$ cat src/rtl/uic_pkg.sv
// Shared types and constants for the user input conditioner.
// The optional input synchronizer is enabled by defining UIC_SYNC_EN.
package uic_pkg;

  localparam int CODE_W = 3;  // number of buttons and width of the command code
  localparam int CNT_W  = 8;  // width of press_cnt and of each debounce counter

  typedef enum logic [1:0] {
    IDLE    = 2'd0,
    PRESS   = 2'd1,
    HOLD    = 2'd2,
    RELEASE = 2'd3
  } uic_state_e;

  // Command code is the index of the lowest pressed button plus one; 0 if none.
  function automatic logic [CODE_W-1:0] lowest_code(input logic [CODE_W-1:0] v);
    lowest_code = '0;
    for (int i = CODE_W - 1; i >= 0; i--) begin
      if (v[i]) lowest_code = CODE_W'(i + 1);
    end
  endfunction

  // True when two or more buttons are pressed together.
  function automatic logic multi_set(input logic [CODE_W-1:0] v);
    return $countones(v) > 1;
  endfunction

endpackage

$ cat src/rtl/uic_debounce.sv
// One-bit button conditioner: optional 2-flop synchronizer (UIC_SYNC_EN)
// followed by a counting debouncer that accepts a change after DEB_CYCLES
// consecutive samples disagreeing with the current stable level.
module uic_debounce
  import uic_pkg::*;
#(
  parameter int DEB_CYCLES = 4
) (
  input  logic clk,
  input  logic rst,
  input  logic raw,
  output logic stable
);

  localparam logic [CNT_W-1:0] LAST = CNT_W'(DEB_CYCLES - 1);

  logic sample;

`ifdef UIC_SYNC_EN
  logic sync_q1;
  logic sync_q2;

  // Two-flop synchronizer to tame metastability on the asynchronous line.
  always_ff @(posedge clk) begin
    if (rst) begin
      sync_q1 <= 1'b0;
      sync_q2 <= 1'b0;
    end else begin
      // NOTE: non-blocking assignments make sync_q2 take the old sync_q1, giving a real 2-stage shift.
      sync_q1 <= raw;
      sync_q2 <= sync_q1;
    end
  end

  assign sample = sync_q2;
`else
  assign sample = raw;
`endif

  logic [CNT_W-1:0] cnt_q;
  logic             stable_q;

  // Count disagreeing samples; any agreeing sample restarts the count.
  always_ff @(posedge clk) begin
    if (rst) begin
      cnt_q    <= '0;
      stable_q <= 1'b0;
    end else if (sample == stable_q) begin
      cnt_q <= '0;
    end else if (cnt_q == LAST) begin
      stable_q <= ~stable_q;
      cnt_q    <= '0;
    end else begin
      cnt_q <= cnt_q + CNT_W'(1);
    end
  end

  assign stable = stable_q;

endmodule

$ cat src/rtl/user_input_conditioner.sv
// Debounces three raw buttons and turns each press into one command code
// with a single-cycle strobe, a saturating press counter and a sticky
// multi-button error flag. Define UIC_SYNC_EN to add input synchronizers.
module user_input_conditioner
  import uic_pkg::*;
#(
  parameter int DEB_CYCLES = 4
) (
  input  logic              clk,
  input  logic              rst,
  input  logic [CODE_W-1:0] raw_btn,
  output logic [CODE_W-1:0] user_input,
  output logic              cmd_strobe,
  output logic              err_multi,
  output logic [CNT_W-1:0]  press_cnt
);

  localparam logic [CNT_W-1:0] CNT_MAX = '1;

  logic [CODE_W-1:0] stable_vec;
  uic_state_e        state;

  for (genvar i = 0; i < CODE_W; i++) begin : g_deb
    uic_debounce #(
      .DEB_CYCLES(DEB_CYCLES)
    ) u_deb (
      .clk    (clk),
      .rst    (rst),
      .raw    (raw_btn[i]),
      .stable (stable_vec[i])
    );
  end

  // Command FSM with registered outputs; a press is captured once and the
  // buttons are locked out until every one of them is released.
  always_ff @(posedge clk) begin
    if (rst) begin
      state      <= IDLE;
      user_input <= '0;
      cmd_strobe <= 1'b0;
      err_multi  <= 1'b0;
      press_cnt  <= '0;
    end else begin
      cmd_strobe <= 1'b0;
      case (state)
        IDLE: begin
          if (stable_vec != '0) begin
            state      <= PRESS;
            user_input <= lowest_code(stable_vec);
            cmd_strobe <= 1'b1;
            if (press_cnt != CNT_MAX) press_cnt <= press_cnt + CNT_W'(1);
            if (multi_set(stable_vec)) err_multi <= 1'b1;
          end
        end
        PRESS: state <= HOLD;
        HOLD: begin
          if (stable_vec == '0) begin
            state      <= RELEASE;
            user_input <= '0;
          end
        end
        RELEASE: state <= IDLE;
        default: state <= IDLE;
      endcase
    end
  end

endmodule

$ cat config.mk
export PLATFORM = sky130hd
export DESIGN_NAME = user_input_conditioner
export DESIGN_NICKNAME = d
export VERILOG_FILES = /design/src/rtl/uic_pkg.sv /design/src/rtl/uic_debounce.sv /design/src/rtl/user_input_conditioner.sv
export SDC_FILE = /design/constraint.sdc
export NUM_CORES = 1
export LEC_CHECK = 0
export CORE_ASPECT_RATIO = 1.4
export CORE_MARGIN = 5
export CORE_UTILIZATION = 42
export CTS_CLUSTER_DIAMETER = 30
export DETAILED_ROUTE_END_ITERATION = 10
export PLACE_DENSITY_LB_ADDON = 0.1
export SETUP_SLACK_MARGIN = 0.05
export SYNTH_ARGS = -nofsm -noshare
export SYNTH_HDL_FRONTEND = slang
export SYNTH_SLANG_ARGS = --single-unit
$ cat constraint.sdc
create_clock -name clk -period 2.3 [get_ports clk]
set_clock_uncertainty 0.05 [all_clocks]
set_input_delay 0.23 -clock clk [delete_from_list [all_inputs] [get_ports clk]]
set_output_delay 0.23 -clock clk [all_outputs]
set_load 0.01 [all_outputs]
# == Word level (Yosys, flattened, before mapping) ==
# Index checks and enable logic that the tools add are counted.
# op_classes
div_mod_pow,0
n_mul,0
add_sub_neg,6
bitwise,7
n_shift,0
n_reduce_logical,15
muxes,10
n_eq_ne,12
n_lt_le_gt_ge,1
# ops
cell,n
$add 8x1->8 const B,4
$eq 8x2->1 const B,3
$mux 3,4
$reduce_and 3->1,3
$reduce_or 3->1,3
$ne 8x8->1 const B,1
$pmux 2 s4,1
$reduce_and 2->1,4
$not 1->1,7
$mux 2,3
$pmux 3 s2,1
$eq 2x2->1 const B,2
$ne 2x2->1 const B,2
$add 2x1->3,1
$eq 1x1->1,3
$gt 3x1->1 const B,1
$logic_not 3->1,1
$reduce_bool 3->1,1
$add 1x1->2,1
$eq 2x1->1 const B,1
$logic_not 2->1,1
$reduce_bool 2->1,1
$reduce_or 2->1,1
$mux 1,1
# totals
register_bits,42
ram_bits,0
mem_count,0
latchBits,0
inputBits,5
romBits,0
output_inout_bits,13

# == Logic depth before layout (Yosys ltp) ==
# Gate-level depths: netlist (run 1).
# depth
depth_word,5
mapped_depth,5

# == Hierarchy ==
# Synthesis (run 1) repeated with hierarchy kept, for this count alone.
# unflattened
cells_unflattened,220
area_unflattened_um2,1920.6
# modules_own_cells
module,area_each_um2,cells_per_inst,seq_area_each_um2,n_inst
uic_debounce,387.9,45,180.2,3
user_input_conditioner,757.0,85,280.3,1

# == Least setup slack after synthesis (run 1) ==
# OpenSTA, ideal clock, no wires.
# synth_timing
path_kind,register to register
start,reg state[0]
end,reg press_cnt[5]
arrival_ns,1.546
stages_incl_launch_ff,6
setup_slack_ns,0.583
required_time_ns,2.129
synth_period_minus_slack_ns,1.717
path_cell_list,dfxtp_1 > inv_1 > ha_1 > o31ai_4 > a2111oi_0 > mux2_2
# synth_between
elab_chain_cells,2
# synth_lines
item,line_no,source
from (decl),user_input_conditioner.sv:21,uic_state_e state;
from (signal assigned),user_input_conditioner.sv:38,state <= IDLE;
from (signal assigned),user_input_conditioner.sv:48,state <= PRESS;
from (signal assigned),user_input_conditioner.sv:55,PRESS: state <= HOLD;
$logic_not 2->1,user_input_conditioner.sv:45,case (state)
$reduce_and 3->1 (no line),--,
to (signal assigned),user_input_conditioner.sv:51,if (press_cnt != CNT_MAX) press_cnt <= press_cnt + CNT_W'(1);
to (decl),user_input_conditioner.sv:15,output logic [CNT_W-1:0] press_cnt
# No other way between the ends.
# A chain may end at the register's enable or synchronous reset.

# == Worst setup path after layout (run 1) ==
# Same ends and word-level chain as after synthesis.

==> impl_metrics.py, run 1 <==
metrics = {
    "clock_tree": {
        "post_cts_buffers": 0,
        "cts_root_buf": "clkbuf_8",
        "cts_resized": 0,
        "cts_made_buffers": 5,
        "postCtsHoldBufs": 0,
        "insertion_delay_ns": 0.29,
        "cts.clk_slew.worst_paths_ns": 0.09,
        "clockBufferDepth": 2,
        "htree_levels": 2,
        "cts_tree": "yes",
        "clock_sinks": 41,
    },
    "drt": {
        "via_per_inst": 5.337,
        "firstDrtPassIters": 4,
        "postRouteAntennaNets": 0,
        "wl_per_cell_um": 12.14,
        "drcViolationCount": 0,
        "drt-total-wl_um": 3679,
        "drt_first_iter_violations": 95,
        "via_count": 1617,
    },
    "finish": {
        "nNetsFinal": 253,
        "fin_area_um2": 2300,
        "syn2layout_area_growth_pct": 17.52,
        "final_util_pct": 50.70,
        "nFillCells": 452,
        "drive_above_1_share_pct": 9.544,
        "n_antenna_cell": 0,
        "fin_cells": 303,
    },
    "synthesis": {
        "syn-cell-area_um2": 1957,
        "synth.ff_latch_count": 41,
        "synth_top_area_share_pct": 41.94,
        "synth_edf_count": 0,
        "ys_top_cells_by_count": "dfxtp_1 (41), nor2_1 (21), a21oi_1 (16), or3_1 (14)",
        "synth.most_common_cell": "dfxtp_1",
        "synthCells": 220,
        "syn_nets": 233,
        "ys_types": 41,
        "async_flop_share_pct": 0,
        "synth_top_area_cell": "dfxtp_1",
        "postSynthAreaPerCell_um2": 8.895,
        "ys_seq_area_share_pct": 41.94,
        "yosys_warnings": 0,
        "ys.flop_type": "dfxtp_1",
        "synth_area_leaders": "dfxtp_1 (42%), ha_1 (5.1%), or3_1 (4.5%), a21oi_1 (4.1%), nor2_1 (4.0%)",
    },
    "pwr": {
        "leakage_nw": 0.8327,
        "power_mw": 1.482,
        "p_switching_uw": 361.2,
        "clock_power_share_pct": 39.5,
        "p_comb_share_pct": 10.7,
        "p_per_area_nw_per_um2": 644.6,
        "seq_power_share_pct": 49.8,
        "internal-power_mw": 1.121,
        "swShare_pct": 24.37,
        "ir_drop_uv": 335.3,
    },
    "global_route": {
        "grt_max_degree": 19,
        "grt_pass1_vias": 1484,
        "grt_overflow_total": 0,
        "grt_pass1_wl_um": 6465,
        "antenna_found_initial": 0,
        "grtUsageTotal_pct": 13.31,
    },
    "worst_setup_path": {
        "start_kind": "register",
        "critPathKind": "reg2reg",
        "worstPathRequired_ns": 2.43,
        "r2r_cells": 5,
        "critPathArrivalTime_ns": 2.03,
        "r2r-end": "press_cnt[5]$_SDFFE_PP0P_",
        "end_kind": "register",
        "cp_max_fo": 9,
        "timing.rr.start": "state[0]$_SDFFE_PP0P_",
        "ff2ff_setup_slack_ns": 0.40,
    },
    "job": {
        "maxCapViolations": 0,
    },
    "place": {
        "postPlaceCellArea_um2": 2187,
        "place_worst_setup_slack_ns": 0.3910,
        "hpwl_um": 2709,
        "port_buffers": 16,
        "place.gp.congestion": 0.7737,
        "dp_cells": 295,
    },
    "timing": {
        "timing.hold.ws_ns": 0.4060,
        "fmaxAchievable_ghz": 0.5253,
        "post-route-min-period_ns": 1.904,
        "post-route-period-util_pct": 82.77,
        "timing_hold_violations_final": 0,
        "rsz0062_at_grt": "no",
        "setup_violations": 0,
        "slew_violations": 0,
        "fin_tns_setup_ns": 0,
        "fin_ws_ns": 0.3962,
    },
    "min_path": {
        "min_path_cells": 1,
        "worstHoldPathType": "reg2reg",
        "holdPathEnd": "g_deb[0].u_deb.cnt_q[0]$_SDFF_PP0_",
        "worstHoldStart": "g_deb[0].u_deb.cnt_q[0]$_SDFF_PP0_",
    },
    "outcome": {
        "status": "finished, final reports clean",
    },
    "floorplan": {
        "design.core.area_um2": 4536,
        "die-area_um2": 6144,
        "die_h_um": 90.77,
        "rows": 29,
        "die_x_um": 67.69,
        "initial_core_util_pct": 43.14,
        "io_pins": 18,
    },
}
[how the worst max path moves through the flow]
| stage | from | to | slack, ns |
|---|---|---|---|
| floorplan | state[0]$_SDFFE_PP0P_ | press_cnt[5]$_SDFFE_PP0P_ | 0.58 |
| global route | state[0]$_SDFFE_PP0P_ | press_cnt[5]$_SDFFE_PP0P_ | 0.28 |
| CTS | state[0]$_SDFFE_PP0P_ | press_cnt[5]$_SDFFE_PP0P_ | 0.38 |
| finish | state[0]$_SDFFE_PP0P_ | press_cnt[5]$_SDFFE_PP0P_ | 0.40 |
| global placement | state[0]$_SDFFE_PP0P_ | press_cnt[5]$_SDFFE_PP0P_ | 0.50 |
| detailed placement | state[0]$_SDFFE_PP0P_ | press_cnt[5]$_SDFFE_PP0P_ | 0.39 |
[logic make-up after synthesis]
kind of cell	Yosys count	synth area share, %
muxes	6	3.325
AOI/OAI and AO/OA	50	17.07
other	1	0.1916
adders and majority gates	8	5.115
buffers and inverters	18	3.836
xor gates and xnor gates	12	5.371
DFF	41	41.94
and+or+nand+nor	84	23.15
[cell type report]
| class | instances | area, µm² | area share, % |
|---|---|---|---|
| Multi-Input combinational cell | 161 | 1061 | 46.14 |
| Sequential cell | 41 | 820.8 | 35.69 |
| Timing Repair Buffer | 19 | 182.7 | 7.943 |
| Tap cell | 62 | 77.57 | 3.373 |
| Clock buffer | 5 | 68.82 | 2.992 |
| Inverter | 12 | 45.04 | 1.959 |
| Clock inverter | 3 | 43.79 | 1.904 |
[critical path, stage by stage, from the launching register on]
cell	delay, ns
dfxtp_1	0.30
inv_1	0.10
ha_1	0.34
o31ai_4	0.18
a2111oi_0	0.43
mux2_2	0.38
[flip-flops by register name, indices dropped and copies added (netlist names)]
signal	flops
cmd_strobe	1
err_multi	1
g_deb.u_deb.cnt_q	24
g_deb.u_deb.stable	3
press_cnt	8
state	2
user_input	2
[layout by cell type (no fill, tap or decap), types with 4 or more instances in the layout]
cell type / n
and3_1: 5
a21oi_1: 16
o21ai_0: 13
a211oi_1: 5
clkbuf_8: 5
mux2_2: 4
xnor2_1: 5
nand4_1: 4
nor2b_1: 4
clkdlybuf4s50_1: 16
dfxtp_1: 41
ha_1: 8
nand2_1: 11
or3_1: 14
inv_1: 11
nor2_1: 21
nand3_1: 13
xor2_1: 7
[power groups by stage]
stage	clock network, mW	logic (mW)	registers, mW
finish	0.585	0.158	0.739
global route	0.645	0.177	0.741
CTS	0.608	0.161	0.739
detailed placement	0	0.160	0.756
global placement	0	0.158	0.755
floorplan	0	0.123	0.753
[metal layers]
layer	global-route usage (%)	up-vias	share of wire [%]
li1	-	834	-
met1	16.31	747	46
met2	21.69	30	49
met3	3.736	6	3.4
met4	4.569	0	1.4
met5	0	-	0
Power figures use the tool's default switching activity.
==> run 2: changes to the inputs <==
- clock period: 2.3 -> 1.93 ns (I/O delays scaled with it)
==> run 2 against run 1 <==
Net effect: critical path depth is the same; clock power grew 5.1%; wire length increased by 2.3%; die area is the same; final area grew 0.87%; register-to-register slack worse by 0.20 ns; worst setup slack worse by 0.20 ns; combinational power grew 27%; final cell count is 0.99% higher; critical path type unchanged; largest cell class unchanged.
==> impl_metrics.py, run 2 (synthesized netlist as in run 1, its figures left out) <==
metrics = {
    "worst_setup_path": {
        "crit_end": "press_cnt[7]$_SDFFE_PP0P_",
        "ff2ff_setup_slack_ns": 0.19,
        "start_kind": "register",
        "r2r_cells": 5,
        "cp_max_fo": 9,
        "r2r-end": "press_cnt[7]$_SDFFE_PP0P_",
        "worstPathRequired_ns": 2.07,
        "critPathArrivalTime_ns": 1.88,
        "crit_start": "state[0]$_SDFFE_PP0P_",
        "critPathKind": "reg2reg",
        "end_kind": "register",
        "timing.rr.start": "state[0]$_SDFFE_PP0P_",
    },
    "place": {
        "dp_cells": 298,
        "port_buffers": 16,
        "place.gp.congestion": 0.7314,
        "postPlaceCellArea_um2": 2210,
        "hpwl_um": 2750,
    },
    "clock_tree": {
        "htree_levels": 2,
        "clockBufferDepth": 2,
        "cts_tree": "yes",
        "cts.clk_slew.worst_paths_ns": 0.08,
        "cts_made_buffers": 5,
        "postCtsHoldBufs": 0,
        "post_cts_buffers": 0,
        "insertion_delay_ns": 0.29,
        "clock_sinks": 41,
        "cts_root_buf": "clkbuf_8",
    },
    "global_route": {
        "grtUsageTotal_pct": 13.89,
        "antenna_found_initial": 0,
        "grt_pass1_vias": 1502,
        "grt_overflow_total": 0,
        "grt_max_degree": 19,
        "grt_pass1_wl_um": 6637,
    },
    "finish": {
        "layout_common_cells": "dfxtp_1 (41), nor2_1 (21), a21oi_1 (16), clkdlybuf4s50_1 (16), or3_1 (14)",
        "layout_commonest_cell": "dfxtp_1",
        "fin_area_um2": 2320,
        "nNetsFinal": 256,
        "largest_reg_flops": 24,
        "final_util_pct": 51.14,
        "drive_above_1_share_pct": 11.48,
        "fin_cells": 306,
        "syn2layout_area_growth_pct": 18.54,
        "top_register": "g_deb.u_deb.cnt_q",
        "n_antenna_cell": 0,
    },
    "timing": {
        "rsz0062_at_grt": "no",
        "slew_violations": 0,
        "timing_hold_violations_final": 0,
        "fmaxAchievable_ghz": 0.5753,
        "post-route-min-period_ns": 1.738,
        "post-route-period-util_pct": 90.06,
        "setup_violations": 0,
        "fin_tns_setup_ns": 0,
    },
    "drt": {
        "drt_first_iter_violations": 103,
        "drt-total-wl_um": 3763,
        "wl_per_cell_um": 12.30,
        "via_per_inst": 5.337,
        "drcViolationCount": 0,
        "postRouteAntennaNets": 0,
        "via_count": 1633,
        "firstDrtPassIters": 4,
    },
    "floorplan": {
        "die_h_um": 90.77,
        "rows": 29,
        "io_pins": 18,
        "design.core.area_um2": 4536,
        "die_x_um": 67.69,
        "initial_core_util_pct": 43.14,
        "die-area_um2": 6144,
    },
    "min_path": {
        "min_path_cells": 1,
        "worstHoldPathType": "reg2reg",
    },
    "outcome": {
        "status": "finished, final reports clean",
    },
    "job": {
        "maxCapViolations": 0,
    },
    "pwr": {
        "p_per_area_nw_per_um2": 730.4,
        "ir_drop_uv": 426.2,
        "leakage_nw": 0.8436,
    },
}
[run 2: critical path, stage by stage, from the launching register on]
cell and delay [ns]:
dfxtp_1 0.30, inv_1 0.11, ha_2 0.29, o31ai_4 0.14
or4_1 0.55, o211a_1 0.21
[run 2: layout make-up]
cell class	instances	area (µm²)
Multi-Input combinational cell	161	1070
Fill cell	443	2216
Sequential cell	41	820.8
Clock inverter	1	5.005
Clock buffer	7	96.34
Timing Repair Buffer	22	205.2
Inverter	12	45.04
Tap cell	62	77.57
[run 2: how the worst min path moves through the flow]
stage                                             from                            endpoint  slack (ns)
floorplan                                   raw_btn[0]  g_deb[0].u_deb.stable$_SDFFE_PP0P_        0.35
global route        g_deb[0].u_deb.cnt_q[0]$_SDFF_PP0_  g_deb[0].u_deb.cnt_q[0]$_SDFF_PP0_        0.43
detailed placement  g_deb[0].u_deb.cnt_q[0]$_SDFF_PP0_  g_deb[0].u_deb.cnt_q[0]$_SDFF_PP0_        0.39
finish              g_deb[0].u_deb.cnt_q[0]$_SDFF_PP0_  g_deb[0].u_deb.cnt_q[0]$_SDFF_PP0_        0.40
CTS                 g_deb[0].u_deb.cnt_q[0]$_SDFF_PP0_  g_deb[0].u_deb.cnt_q[0]$_SDFF_PP0_        0.40
global placement    g_deb[0].u_deb.cnt_q[0]$_SDFF_PP0_  g_deb[0].u_deb.cnt_q[0]$_SDFF_PP0_        0.38
[run 2: power by group]
part	leakage [nW]	internal, mW	switching [mW]
clock network	0.0542	0.323	0.292
registers	0.331	0.867	0.0129
logic	0.458	0.0879	0.112
total	0.844	1.28	0.417
[run 2: layer usage]
layer  wire length [µm]  track usage [%]  vias up
met5                  0                0        -
met4                 88            6.768        0
met3                139            3.487        8
met2               1767            22.34       30
met1               1768            16.65      747
li1                   -                -      848
[run 2: stage by stage]
step	setup WS (ns)	total power, mW	hold slack, ns
3_3_place_gp	0.1217	1.092	0.3807
6_report	0.1918	1.694	0.4005
4_1_cts	0.05159	1.723	0.4033
3_5_place_dp	0.005477	1.096	0.3877
5_1_grt	0.1339	1.801	0.4310
2_1_floorplan	0.2134	1.044	0.3537
[run 2: timing repair]
| item | in CTS | in global routing |
|---|---|---|
| resized for setup | 1 | 2 |
| endpoints found under the setup margin | 1 | 2 |
| endpoints found under the hold margin | 0 | 0 |
